--- config.mk ---
export PLATFORM = sky130hd
export DESIGN_NAME = mem_access_stage
export DESIGN_NICKNAME = d
export VERILOG_FILES = /design/src/rtl/xm23_pkg.sv /design/src/rtl/mas_addr_gen.sv /design/src/rtl/mem_access_stage.sv
export SDC_FILE = /design/constraint.sdc
export NUM_CORES = 1
export LEC_CHECK = 0
export CAP_MARGIN = 20
export CORE_ASPECT_RATIO = 1.4
export CORE_MARGIN = 1
export CORE_UTILIZATION = 51
export DETAILED_ROUTE_END_ITERATION = 8
export GPL_ROUTABILITY_DRIVEN = 0
export HOLD_SLACK_MARGIN = 0.08
export PLACE_DENSITY_LB_ADDON = 0.1
export SLEW_MARGIN = 10
export SYNTH_ARGS = -nofsm -noshare
export SYNTH_HDL_FRONTEND = slang
export SYNTH_SLANG_ARGS = --single-unit
--- constraint.sdc ---
create_clock -name clk -period 3 [get_ports clk]
set_input_delay 0.6 -clock clk [delete_from_list [all_inputs] [get_ports clk]]
set_output_delay 0.6 -clock clk [all_outputs]
set_load 0.02 [all_outputs]
--- src/rtl/xm23_pkg.sv ---
// Shared types and constants for the XM23 memory-access stage.
package xm23_pkg;

    typedef enum logic [1:0] {
        IDLE    = 2'd0,
        REQ     = 2'd1,
        WB_ADDR = 2'd2,
        WB_DATA = 2'd3
    } mas_state_t;

    localparam logic [15:0] STEP_BYTE = 16'd1;
    localparam logic [15:0] STEP_WORD = 16'd2;

endpackage

--- src/rtl/mas_addr_gen.sv ---
// Effective-address generator: base adjustment by byte/word step and
// pre/post selection of the address presented to memory.
module mas_addr_gen
    import xm23_pkg::*;
(
    input  logic [15:0] base_val,
    input  logic        WB,
    input  logic        PRPO,
    input  logic        INC,
    input  logic        DEC,
    output logic [15:0] ea,
    output logic [15:0] adj,
    output logic        illegal
);

    logic [15:0] step;

    always_comb begin
        step    = WB ? STEP_BYTE : STEP_WORD;
        illegal = INC & DEC;
        if (INC)
            adj = base_val + step;
        else if (DEC)
            adj = base_val - step;
        else
            adj = base_val;
        ea = PRPO ? adj : base_val;
    end

endmodule

--- src/rtl/mem_access_stage.sv ---
// XM23 LD/ST memory-access stage: issues one req/ack transaction, then
// writes back the adjusted base and (for LD) the loaded data, stalling meanwhile.
module mem_access_stage
    import xm23_pkg::*;
#(
    parameter int ACK_TIMEOUT = 255
) (
    input  logic        clk,
    input  logic        rst_n,
    input  logic        in_valid,
    input  logic        is_st,
    input  logic        WB,
    input  logic        PRPO,
    input  logic        DEC,
    input  logic        INC,
    input  logic [2:0]  base_sel,
    input  logic [2:0]  dst_sel,
    input  logic [15:0] base_val,
    input  logic [15:0] st_data,
    input  logic [15:0] dst_old,
    output logic        mem_req,
    output logic        mem_we,
    output logic [15:0] mem_addr,
    output logic [1:0]  mem_be,
    output logic [15:0] mem_wdata,
    input  logic        mem_ack,
    input  logic [15:0] mem_rdata,
    output logic        stall_o,
    output logic        reg_write_enable,
    output logic [3:0]  reg_write_select,
    output logic [15:0] reg_write_value,
    output logic        fault_o
);

    localparam logic [15:0] TO_LAST = 16'(ACK_TIMEOUT - 1);

    mas_state_t  state_reg;
    logic [15:0] ea;
    logic [15:0] adj;
    logic        illegal;

    logic        is_st_reg;
    logic        wb_reg;
    logic        adj_en_reg;
    logic        ea_lsb_reg;
    logic [2:0]  base_sel_reg;
    logic [2:0]  dst_sel_reg;
    logic [15:0] adj_reg;
    logic [15:0] dst_old_reg;
    logic [15:0] rdata_reg;
    logic [15:0] cnt_reg;
    logic [15:0] ld_value;

    mas_addr_gen u_addr_gen (
        .base_val (base_val),
        .WB       (WB),
        .PRPO     (PRPO),
        .INC      (INC),
        .DEC      (DEC),
        .ea       (ea),
        .adj      (adj),
        .illegal  (illegal)
    );

    // Byte loads replace only the low byte of the destination.
    always_comb begin
        if (wb_reg)
            ld_value = (dst_old_reg & 16'hFF00) |
                       {8'h00, (ea_lsb_reg ? rdata_reg[15:8] : rdata_reg[7:0])};
        else
            ld_value = rdata_reg;
    end

    always_ff @(posedge clk or negedge rst_n) begin
        if (!rst_n) begin
            state_reg        <= IDLE;
            mem_req          <= 1'b0;
            mem_we           <= 1'b0;
            mem_addr         <= 16'h0000;
            mem_be           <= 2'b00;
            mem_wdata        <= 16'h0000;
            stall_o          <= 1'b0;
            reg_write_enable <= 1'b0;
            reg_write_select <= 4'h0;
            reg_write_value  <= 16'h0000;
            fault_o          <= 1'b0;
            is_st_reg        <= 1'b0;
            wb_reg           <= 1'b0;
            adj_en_reg       <= 1'b0;
            ea_lsb_reg       <= 1'b0;
            base_sel_reg     <= 3'd0;
            dst_sel_reg      <= 3'd0;
            adj_reg          <= 16'h0000;
            dst_old_reg      <= 16'h0000;
            rdata_reg        <= 16'h0000;
            cnt_reg          <= 16'h0000;
        end else begin
            fault_o          <= 1'b0;
            reg_write_enable <= 1'b0;
            case (state_reg)
                IDLE: begin
                    if (in_valid) begin
                        if (illegal || (!WB && ea[0])) begin
                            fault_o <= 1'b1;
                        end else begin
                            is_st_reg    <= is_st;
                            wb_reg       <= WB;
                            adj_en_reg   <= INC | DEC;
                            ea_lsb_reg   <= ea[0];
                            base_sel_reg <= base_sel;
                            dst_sel_reg  <= dst_sel;
                            adj_reg      <= adj;
                            dst_old_reg  <= dst_old;
                            cnt_reg      <= 16'h0000;
                            mem_req      <= 1'b1;
                            mem_we       <= is_st;
                            mem_addr     <= ea;
                            mem_be       <= WB ? (ea[0] ? 2'b10 : 2'b01) : 2'b11;
                            mem_wdata    <= WB ? {2{st_data[7:0]}} : st_data;
                            stall_o      <= 1'b1;
                            state_reg    <= REQ;
                        end
                    end
                end
                REQ: begin
                    if (mem_ack) begin
                        rdata_reg <= mem_rdata;
                        mem_req   <= 1'b0;
                        mem_we    <= 1'b0;
                        state_reg <= WB_ADDR;
                        if (adj_en_reg) begin
                            reg_write_enable <= 1'b1;
                            reg_write_select <= {1'b0, base_sel_reg};
                            reg_write_value  <= adj_reg;
                        end
                    end else if ((ACK_TIMEOUT != 0) && (cnt_reg == TO_LAST)) begin
                        fault_o   <= 1'b1;
                        mem_req   <= 1'b0;
                        mem_we    <= 1'b0;
                        stall_o   <= 1'b0;
                        state_reg <= IDLE;
                    end else begin
                        cnt_reg <= cnt_reg + 16'd1;
                    end
                end
                WB_ADDR: begin
                    if (is_st_reg) begin
                        stall_o   <= 1'b0;
                        state_reg <= IDLE;
                    end else begin
                        reg_write_enable <= 1'b1;
                        reg_write_select <= {1'b0, dst_sel_reg};
                        reg_write_value  <= ld_value;
                        state_reg        <= WB_DATA;
                    end
                end
                default: begin
                    stall_o   <= 1'b0;
                    state_reg <= IDLE;
                end
            endcase
        end
    end

endmodule

Word level (Yosys, flattened, before mapping). Index checks and enable logic that the tools add are counted.

Flip-flop bits (word level): 135. Bits of input ports: 79. Output and inout port bits: 59. Word-level logic and storage cells: 102.

Add/sub/neg operators: 3. Eq/ne operators: 13. Muxes and demuxes: 48. Bitwise operators: 4. Reductions and logical operators: 13.

Operators with widths (number): two-way mux 16 bit (12); one-hot mux 16 bit (2 select lines) (2); inequality test 2 bit (second input constant) (9); adder 16 x 1 -> 16 bit (second input constant) (1); adder 16 bit (1); equality test 16 x 8 -> 1 bit (second input constant) (1); two-way mux 2 bit (8); bitwise OR 16 x 8 -> 16 bit (1); subtractor 16 bit (1); two-way mux 1 bit (15); two-way mux 4 bit (3); AND reduction 5 bit (2); two-way mux 8 bit (1); one-hot mux 1 bit (2 select lines) (4); one-hot mux 4 bit (2 select lines) (1); AND reduction 4 bit (2); one-hot mux 2 bit (3 select lines) (1); AND reduction 3 bit (2); nonzero test 2 bit (2); inequality test 3 bit (second input constant) (1); one-hot mux 1 bit (3 select lines) (1); equality test 2 x 1 -> 1 bit (second input constant) (1); equality test 2 bit (second input constant) (1); zero test 2 bit (1); 7 further kinds (7).

Depth between registers and ports, before layout. Gate-level depths: netlist of the first run.

Depth after elaboration: 10. Depth in mapped cells: 10. Mapped depth without buffers: 9.

Modules after synthesis. Synthesis of the first run repeated with hierarchy kept, for this count alone.

Cells, all modules: 618. Area total of the unflattened synthesis: 6535.0 µm².

Modules (own cells, without submodules): mem_access_stage (instances 1, cells an instance 475, area an instance 5579.1 µm², seq. area each 3128.0 µm²); mas_addr_gen (instances 1, cells an instance 143, area an instance 955.9 µm², seq. area each 0.0 µm²).

Least setup slack after synthesis of the first run. OpenSTA, ideal clock, no wires.

Path kind: input to register. Start: input WB. End: register cnt_reg[15]. Setup time: 0.078 ns. Data arrival time: 2.856 ns. Data required time: 2.922 ns. Setup slack: 0.066 ns. Cell stages on the path: 9. Buffers on the path: 2. Cell sequence: buf_1 inv_1 ha_1 a21oi_1 a21oi_1 or4_1 clkbuf_1 or3_1 a21oi_1.

Cells in the longest elaborated chain, start to end: 9. Elaborated cells between the ends (all ways): 11. Classes of those cells: 2 x add/sub; 1 x eq/ne; 4 x mux; 4 x reduce/logical.

Ends and longest elaborated chain: start, declared (line mem_access_stage.sv:12) `input logic WB,`; two-way mux 2 bit (line mas_addr_gen.sv:19) `step = WB ? STEP_BYTE : STEP_WORD;`; subtractor 16 bit (line mas_addr_gen.sv:24) `adj = base_val - step;`; two-way mux 16 bit (line mas_addr_gen.sv:23) `else if (DEC)`; two-way mux 16 bit (line mas_addr_gen.sv:21) `if (INC)`; two-way mux 16 bit (line mas_addr_gen.sv:27) `ea = PRPO ? adj : base_val;`; logical AND 1 bit (*) (line mem_access_stage.sv:103) `if (illegal || (!WB && ea[0])) begin`; logical OR 1 bit (*) (line mem_access_stage.sv:103); inequality test 2 bit (no line) (*); AND reduction 5 bit (no line) (*); end signal, assigned (line mem_access_stage.sv:143) `cnt_reg <= cnt_reg + 16'd1;`; end, declared (line mem_access_stage.sv:51) `logic [15:0] cnt_reg;`.

Every way passes the cells marked *; elsewhere a longest branch is shown, timed or not. A chain may end at the register's enable or synchronous reset.

Worst setup path in the final report of the first run.
Start: input WB. End: register adj_reg[14].

Cells in the longest elaborated chain, start to end: 9. Elaborated cells between the ends (all ways): 11. Classes of those cells: 2 x add/sub; 4 x mux; 1 x bitwise; 4 x reduce/logical.

Ends and longest elaborated chain: two-way mux 2 bit (line mas_addr_gen.sv:19); subtractor 16 bit (line mas_addr_gen.sv:24); two-way mux 16 bit (line mas_addr_gen.sv:23); two-way mux 16 bit (line mas_addr_gen.sv:21); two-way mux 16 bit (line mas_addr_gen.sv:27); logical AND 1 bit (line mem_access_stage.sv:103); logical OR 1 bit (line mem_access_stage.sv:103); NOT 1 bit (no line); AND reduction 3 bit (no line); end signal, assigned (line mem_access_stage.sv:112) `adj_reg <= adj;`; end, declared (line mem_access_stage.sv:48) `logic [15:0] adj_reg;`.

Several ways; a longest one is shown, not always the timed one.

==> impl_metrics.toml, run 1 <==
[cts]
cts_tree = "done"
cts_setup_buffers = 0
htreeDepth = 4
ctsHoldBuffers = 0
insertion_delay_ns = 0.41
cts.clk_slew.worst_paths_ns = 0.06
clockBufferDepth = 2
cts_root_buf = "clkbuf_16"
ctsResizeCount = 0
clkSinkCount = 125
cts_buffers = 17

[synthesis]
seq_area_frac_synth = 0.489
synth_cell_types = 54
yosysWarnings = 0
syn-num-nets = 799
ys.flop_type = "dfrtp_1"
avgSynthCellArea_um2 = 9.05
async_reset_ff_frac = 1.00
syn-cell-area_um2 = 6400
synth_cells = 707
ys_seq_elements = 125
synth_edf_count = 0

[routing]
antenna_left = 0
drtIter0Drc = 373
drt-wirelength-per-cell_um = 16.9
firstDrtPassIters = 5
via_count = 5810
routed_wl_um = 17300
remaining_drc_errors = 0
via_per_inst = 5.67

[pwr]
ir_worst_vdd_v = 0.000532
cellInternalPower_uw = 5060
p_clk_frac = 0.254
p_sw_frac = 0.374
seq_power_share = 0.360
fin_total_pwr_uw = 8080
comb_power_share = 0.386
power_density_nw_per_um2 = 928
p_switching_uw = 3020
p_leak_uw = 0.00382

[critical_path]
critPathArrivalTime_ns = 3.13
cp_max_fo = 8
cp-end-kind = "flip-flop"
crit_type = "in2reg"
critPathLaunchType = "input pin"
cp.required_ns = 3.32

[sta]
worst_pin_slew_ns = 0.736
postLayoutSetupSlackWorst_ns = 0.193
drv_slew = 0
finalSetupViolCount = 0
max_freq_mhz = 356
finalCriticalPeriod_ns = 2.81
rsz0062_at_grt = "false"
hold_violations = 0
slew_headroom = 0.510
finalCritPeriodShare = 0.936
skew_ns = 0.00792
setup_tns_ns = 0

[placement]
dp_cells = 993
numPortBuffers = 128
dp_slack_ns = -0.204
post-dp-hpwl_um = 12800
post_dp_cell_area_um2 = 8100

[grt]
antenna_found_initial = 0
track_usage = 0.274
grt_pass1_wl_um = 28600
grt_max_degree = 54
grt_pass1_vias = 5991
overflow = 0

[die]
initial_core_util = 0.522
core_um2 = 12300
die-width_um = 96.6
die_h_um = 135
dieArea_um2 = 13000
row_count = 48
io_pins = 138

[min_path]
hp-class = "in2async"

[cells_and_area]
post-route-cell-area_um2 = 8700
syn2layout_area_growth_pct = 36.1
final_common_cell = "nand2_1"
drive_gt1_frac = 0.133
nets = 954
mostFrequentLayoutCells = "178 x nand2_1, 127 x clkdlybuf4s50_1, 125 x dfrtp_1, 93 x o21ai_0, 50 x buf_4"
num_antenna_cells = 0
stdcell_count = 1025

[flow_run]
maxCapViolations = 0

[run_status]
status = "finished clean"
cell usage after synthesis (2+ instances only):
cell / number / area (um2)
or4_1: 8 / 60.1
and3_1: 5 / 31.3
nor2_1: 25 / 93.8
a21oi_1: 18 / 90.1
o22ai_1: 2 / 12.5
a31oi_1: 3 / 18.8
clkbuf_1: 33 / 124
o2bb2ai_1: 2 / 17.5
a21o_1: 2 / 15.0
fa_1: 2 / 40.0
or3_1: 13 / 81.3
nand4_1: 11 / 68.8
buf_6: 2 / 22.5
inv_1: 10 / 37.5
nand3_1: 33 / 165
nand4b_1: 4 / 35.0
dfrtp_1: 125 / 3130
nor3b_1: 2 / 15.0
buf_1: 6 / 22.5
xnor2_1: 4 / 35.0
o311ai_0: 2 / 17.5
o32ai_1: 3 / 26.3
nand2_1: 178 / 668
nand2b_1: 2 / 12.5
or3b_2: 2 / 17.5
or2_2: 5 / 31.3
nor3_1: 7 / 35.0
mux2i_1: 21 / 210
ha_1: 11 / 138
o21ai_0: 93 / 465
o211ai_1: 7 / 52.6
buf_4: 2 / 15.0
xor2_1: 19 / 166
nor4_1: 4 / 25.0
mux2_2: 21 / 236
a21boi_0: 2 / 15.0
final cells by class:
| cell class | count | area, um2 |
|---|---|---|
| tap | 150 | 188 |
| clock inverter | 14 | 159 |
| sequential | 125 | 3130 |
| fill | 971 | 3550 |
| inverter | 11 | 41.3 |
| multi-input combinational | 528 | 3060 |
| clock buffer | 18 | 439 |
| timing repair buffer | 179 | 1690 |
power groups by stage:
stage	registers, uW	logic, uW	clock network (uW)
floorplan	3170	1440	0
global route	2990	3410	2150
finish	2910	3120	2050
global placement	2890	3020	0
detailed placement	2920	3110	0
CTS	2900	3140	2080
worst max-delay path, stage by stage:
cell	delay, ns
clkdlybuf4s50_1	0.55
ha_1	0.21
inv_1	0.06
fa_1	0.36
or3b_2	0.53
nor3_1	0.19
buf_4	0.18
o211ai_1	0.10
xor2_1	0.18
o21ai_0	0.17
stage by stage:
step / hold WS [ns] / util
after global routing: 0.291 / 0.710
final: 0.225 / 0.710
after floorplan: 0.304 / -
after CTS: 0.252 / 0.710
after global placement: 0.453 / 0.661
after detailed placement: 0.458 / 0.661
routing by layer:
metal  vias up  global-route usage  part of all wire
li1       2765                   -                 -
met5         -                   0                 0
met2       214               0.486              0.53
met4         0               0.130             0.030
met1      2792               0.316              0.38
met3        39              0.0569             0.056
logic make-up (layout without fill, tap and decap cells):
kind of cell / count (synthesis) / in the layout / share of synthesized area
AO/OA/AOI/OAI: 145 / 145 / 0.129
XOR/XNOR: 23 / 23 / 0.0315
adder cells (fa/ha/maj): 13 / 13 / 0.0278
buffers and inverters: 54 / 222 / 0.0352
flip-flops: 125 / 125 / 0.489
multiplexers: 42 / 42 / 0.0698
other: 1 / 1 / 0.000586
AND/OR/NAND/NOR: 304 / 304 / 0.217
final timing paths:
kind	startpoint	endpoint	slack (ns)	depth (start not counted)
setup reg to reg	state_reg[1]	cnt_reg[3]	0.61	9
min in group clk	is_st_reg	is_st_reg	0.47	2
max in group asynchronous	rst_n	mem_wdata[5]	1.93	2
hold reg to reg	is_st_reg	is_st_reg	0.47	2
setup / recovery	WB	adj_reg[14]	0.19	10
hold / removal	rst_n	cnt_reg[11]	0.23	1
Note: power is estimated with default switching activity, not from simulation.
==> run 2: changes to the inputs <==
--- a/config.mk
+++ b/config.mk
@@ -8,8 +8,9 @@
 export CAP_MARGIN = 20
 export CORE_ASPECT_RATIO = 1.4
 export CORE_MARGIN = 1
-export CORE_UTILIZATION = 51
+export CORE_UTILIZATION = 60
 export DETAILED_ROUTE_END_ITERATION = 8
+export DONT_BUFFER_PORTS = 1
 export GPL_ROUTABILITY_DRIVEN = 0
 export HOLD_SLACK_MARGIN = 0.08
 export PLACE_DENSITY_LB_ADDON = 0.1
==> run 2 against run 1 <==
  * The run now ends with hold timing left
  * Sequential share of layout area increased by 7.9 points
  * Sequential power up 15%
  * Final cell count shrank 17%
  * Global-route usage grew 1.9 points
  * Die area down 15%
  * Setup slack better by 0.32 ns
  * Register-to-register slack got worse by 0.097 ns
  * Maximum frequency is 13% higher
  * Combinational power shrank 42%
  * Non-clock buffer count down 163
  * Flip-flop and latch count unchanged
  * Critical endpoint is now cnt_reg[15]
==> impl_metrics.toml, run 2 (same netlist as run 1, synthesis figures left out) <==
[run_status]
status = "complete, but fails checks"
violations = "hold timing"

[grt]
grtUsageMet3 = 0.0987
grt_max_degree = 126
antenna_found_initial = 0
grt_pass1_vias = 5064
track_usage = 0.293
grt_pass1_wl_um = 24200
overflow = 0
gr-usage-met1 = 0.319
grt.busiest_layer = "met2"
use_met2 = 0.500

[critical_path]
critPathLaunchType = "flip-flop"
crit_type = "reg2reg"
cp_num_buf_inv = 1
cp.required_ns = 3.33
cp-end-kind = "flip-flop"
regToRegSetupSlack_ns = 0.51
path_cells = "inv_1, ha_1, nand2_1, o21ai_0, or4_1, or3_1, a21oi_1"
cp_max_fo = 12
cp_slowest_cell = "or4_1"
crit_family = "simple AND/OR/NAND/NOR gates"
critPathArrivalTime_ns = 2.82
critPathMaxStageDelay_ns = 0.65

[die]
initial_core_util = 0.618
core_um2 = 10300
dieArea_um2 = 11100
die-width_um = 89.3
die_h_um = 124
io_pins = 138
row_count = 44

[cts]
htreeDepth = 4
cts_root_buf = "clkbuf_16"
insertion_delay_ns = 0.41
clkSinkCount = 125
clockBufferDepth = 2
cts_tree = "done"
cts_buffers = 17
ctsResizeCount = 0
cts.clk_slew.worst_paths_ns = 0.06
cts_setup_buffers = 0

[routing]
drtIter0Drc = 402
antenna_left = 0
routed_wl_um = 15400
drt-wirelength-per-cell_um = 18.2
via_count = 5165
remaining_drc_errors = 0
firstDrtPassIters = 5
via_per_inst = 6.08

[sta]
setup_tns_ns = 0
slew_headroom = 0.608
rsz0062_at_grt = "false"
finalSetupViolCount = 0
drv_slew = 0
holdWs_ns = -0.115
finalCritPeriodShare = 0.829
finalCriticalPeriod_ns = 2.49
worst_pin_slew_ns = 0.582
hold_violations = 125
max_freq_mhz = 402
skew_ns = 0.00733

[cells_and_area]
num_antenna_cells = 0
fin_util = 0.689
final_common_cell = "nand2_1"
seqCellArea_um2 = 3130
drive_gt1_frac = 0.111
multi_input_area_um2 = 3060
nets = 791
fillers = 854
mostFrequentLayoutCells = "178 x nand2_1, 125 x dfrtp_1, 93 x o21ai_0, 32 x nand3_1, 25 x nor2_1"
syn2layout_area_growth_pct = 11.4

[placement]
post-dp-hpwl_um = 10800
numPortBuffers = 0

[pwr]
power_density_nw_per_um2 = 1020
p_leak_uw = 0.00316
ir_worst_vdd_v = 0.000548

[min_path]
hp-class = "in2async"

[flow_run]
maxCapViolations = 0
[run 2: cell type report]
type,instances,share of cell area
Clock inverter,13,0.0233
Multi-Input combinational cell,528,0.429
Timing Repair Buffer,16,0.0169
Inverter,11,0.00579
Sequential cell,125,0.439
Clock buffer,18,0.0616
Tap cell,138,0.0242
[run 2: path summary, 6_finish.rpt]
path / startpoint / endpoint / depth (start not counted)
hold / removal: rst_n / reg_write_value[4] / 0
setup / recovery: state_reg[1] / cnt_reg[15] / 7
min in group clk: WB / mem_be[0] / 1
hold reg to reg: base_sel_reg[1] / base_sel_reg[1] / 2
setup reg to reg: state_reg[1] / cnt_reg[15] / 7
max in group asynchronous: rst_n / mem_addr[12] / 0
[run 2: layer usage]
metal / routed length, um / vias to the layer above
li1: - / 2443
met1: 5910 / 2478
met2: 7910 / 204
met3: 1110 / 40
met4: 513 / 0
met5: 0 / -
[run 2: metrics by stage]
stage          cell area, um2  hold WS (ns)  total power, uW  worst slack [ns]  instances
5_1_grt                  7130        -0.138             7660             0.345        849
4_1_cts                  7130        -0.130             7270             0.533        849
3_5_place_dp             6520         0.308             5150             0.313        818
6_report                 7130        -0.115             7240             0.513        849
3_3_place_gp             6520         0.307             5050             0.342        818
2_1_floorplan            6400         0.304             4610            0.0656        707
[run 2: worst register-to-register path, stage by stage, from the launching register on]
cell     delay (ns)
dfrtp_1        0.40
inv_1          0.09
ha_1           0.32
nand2_1        0.17
o21ai_0        0.23
or4_1          0.65
or3_1          0.39
a21oi_1        0.17
[run 2: where the power goes]
part / total [uW] / leakage [uW] / internal [uW] / switching [uW]
combinational: 1810 / 0.00131 / 720 / 1090
clock: 2080 / 0.000288 / 1330 / 754
sequential: 3350 / 0.00157 / 2400 / 947
==> run 3: changes to the inputs <==
--- a/config.mk
+++ b/config.mk
@@ -8,7 +8,7 @@
 export CAP_MARGIN = 20
 export CORE_ASPECT_RATIO = 1.4
 export CORE_MARGIN = 1
-export CORE_UTILIZATION = 60
+export CORE_UTILIZATION = 58
 export DETAILED_ROUTE_END_ITERATION = 8
 export DONT_BUFFER_PORTS = 1
 export GPL_ROUTABILITY_DRIVEN = 0
==> constraint.sdc (replaced) <==
create_clock -name clk -period 2.1 [get_ports clk]
set_input_delay 0.42 -clock clk [delete_from_list [all_inputs] [get_ports clk]]
set_output_delay 0.42 -clock clk [all_outputs]
set_load 0.02 [all_outputs]
==> run 3 against run 2 <==
  * The flow still finishes with violations (hold timing)
  * Non-clock buffer count grew 29
  * Total power grew 49%
  * Global-route usage grew 0.083 points
  * Count of clock-buffer cells in the layout grew 1
  * Sequential power grew 44%
  * Routed wire length grew 5.3%
  * Setup slack lost 0.45 ns
  * Core utilization grew 0.50 points
  * First-iteration DRC count shrank 13%
  * Largest cell class is now multi-input combinational cells
  * Highest routed layer unchanged
==> impl_metrics.toml, run 3 (same netlist as run 1, synthesis figures left out) <==
[run_status]
status = "complete, but fails checks"
violations = "hold timing"

[grt]
grt_pass1_wl_um = 26300
grt_pass1_vias = 5343
grt_max_degree = 126
overflow = 0
antenna_found_initial = 2
track_usage = 0.294

[critical_path]
critPathLaunchType = "flip-flop"
cp_num_buf_inv = 0
r2r_cells = 6
critPathArrivalTime_ns = 2.37
path_depth = 6
crit_family = "simple AND/OR/NAND/NOR gates"
path_cells = "ha_2, nand2_1, o21ai_1, or4_4, or3_1, a21oi_1"
cp_max_fo = 6
reg2reg_from = "state_reg[0]"
reg2reg_to = "cnt_reg[15]"
critPathMaxStageDelay_ns = 0.55
cp-end-kind = "flip-flop"
cp.required_ns = 2.43
regToRegSetupSlack_ns = 0.06
cp_slowest_cell = "or4_4"
crit_type = "reg2reg"

[cts]
insertion_delay_ns = 0.41
cts_buffers = 17
cts_root_buf = "clkbuf_16"
cts.clk_slew.worst_paths_ns = 0.06
cts_tree = "done"
clockBufferDepth = 2
clkSinkCount = 125
htreeDepth = 4

[cells_and_area]
syn2layout_area_growth_pct = 17.3
drive_gt1_frac = 0.174
nets = 820
final_common_cell = "nand2_1"
post-route-cell-area_um2 = 7500
mostFrequentLayoutCells = "178 x nand2_1, 125 x dfrtp_1, 91 x o21ai_0, 42 x buf_4, 32 x nand3_1"
fillers = 873

[die]
io_pins = 138
die_h_um = 126
die-width_um = 90.8
core_um2 = 10800
dieArea_um2 = 11500
initial_core_util = 0.592
row_count = 45

[routing]
remaining_drc_errors = 0
antenna_left = 0
via_count = 5318
drtIter0Drc = 351
via_per_inst = 6.02
drt-wirelength-per-cell_um = 18.4
routed_wl_um = 16300
firstDrtPassIters = 5

[placement]
post-dp-hpwl_um = 11400
post_dp_cell_area_um2 = 6800
dp_slack_ns = -0.189
numPortBuffers = 0

[sta]
finalSetupViolCount = 0
slew_headroom = 0.648
hold_violations = 125
worst_pin_slew_ns = 0.526
rsz0062_at_grt = "true"
skew_ns = 0.00549
drv_slew = 0
finalCritPeriodShare = 0.971
finalCriticalPeriod_ns = 2.04
postLayoutSetupSlackWorst_ns = 0.0603
max_freq_mhz = 490
holdWs_ns = -0.299
setup_tns_ns = 0

[pwr]
p_leak_uw = 0.00334
ir_worst_vdd_v = 0.000806
power_density_nw_per_um2 = 1440

[flow_run]
maxCapViolations = 0

[min_path]
hp-class = "in2async"
run 3: report_power, final:
part	internal [uW]	switching (uW)
Sequential	3430	1400
Combinational	1290	1650
Clock	1930	1080
run 3: layout make-up:
class	count	area, um2	share of cell area
clock inverter	13	164	0.0219
timing repair buffer	45	367	0.0489
sequential	125	3130	0.417
tap	141	176	0.0235
antenna	2	5.00	0.000667
clock buffer	19	453	0.0604
multi-input combinational	528	3160	0.421
inverter	11	47.5	0.00634
run 3: through the flow:
step / std cells / utilization / hold slack, ns / total power [uW]
finish: 884 / 0.694 / -0.299 / 10800
global route: 884 / 0.694 / -0.313 / 11400
CTS: 876 / 0.687 / -0.313 / 10700
detailed placement: 843 / 0.629 / 0.129 / 7590
global placement: 843 / 0.629 / 0.127 / 7450
floorplan: 707 / - / 0.124 / 6610
run 3: worst max path at each step:
stage | from | slack, ns | endpoint
global placement | WB | -0.17 | mem_addr[15]
floorplan | base_val[4] | -0.16 | mem_addr[15]
CTS | cnt_reg[13] | 0.02 | cnt_reg[7]
finish | state_reg[0] | 0.06 | cnt_reg[15]
detailed placement | WB | -0.19 | mem_addr[15]
global route | state_reg[1] | -0.07 | cnt_reg[14]
run 3: per-layer routing:
layer / wire length, um / vias to the layer above / GRT usage
met2: 8590 / 177 / 0.507
met5: 0 / - / 0
met1: 6260 / 2610 / 0.339
met4: 520 / 0 / 0.147
met3: 888 / 40 / 0.0725
li1: - / 2491 / -
run 3: worst register-to-register path: cells and delay by family (launching register included):
kind,cells,cell delay [ns]
compound gates,2,0.30
fa+ha+maj,1,0.23
flops,1,0.41
simple gates,3,1.02
run 3: repair_timing:
| item | in CTS | in global routing |
|---|---|---|
| resized for setup | 2 | 7 |
| setup buffers | 1 | 6 |
| endpoints found under the setup margin | 2 | 18 |
| endpoints found under the hold margin | 125 | 125 |
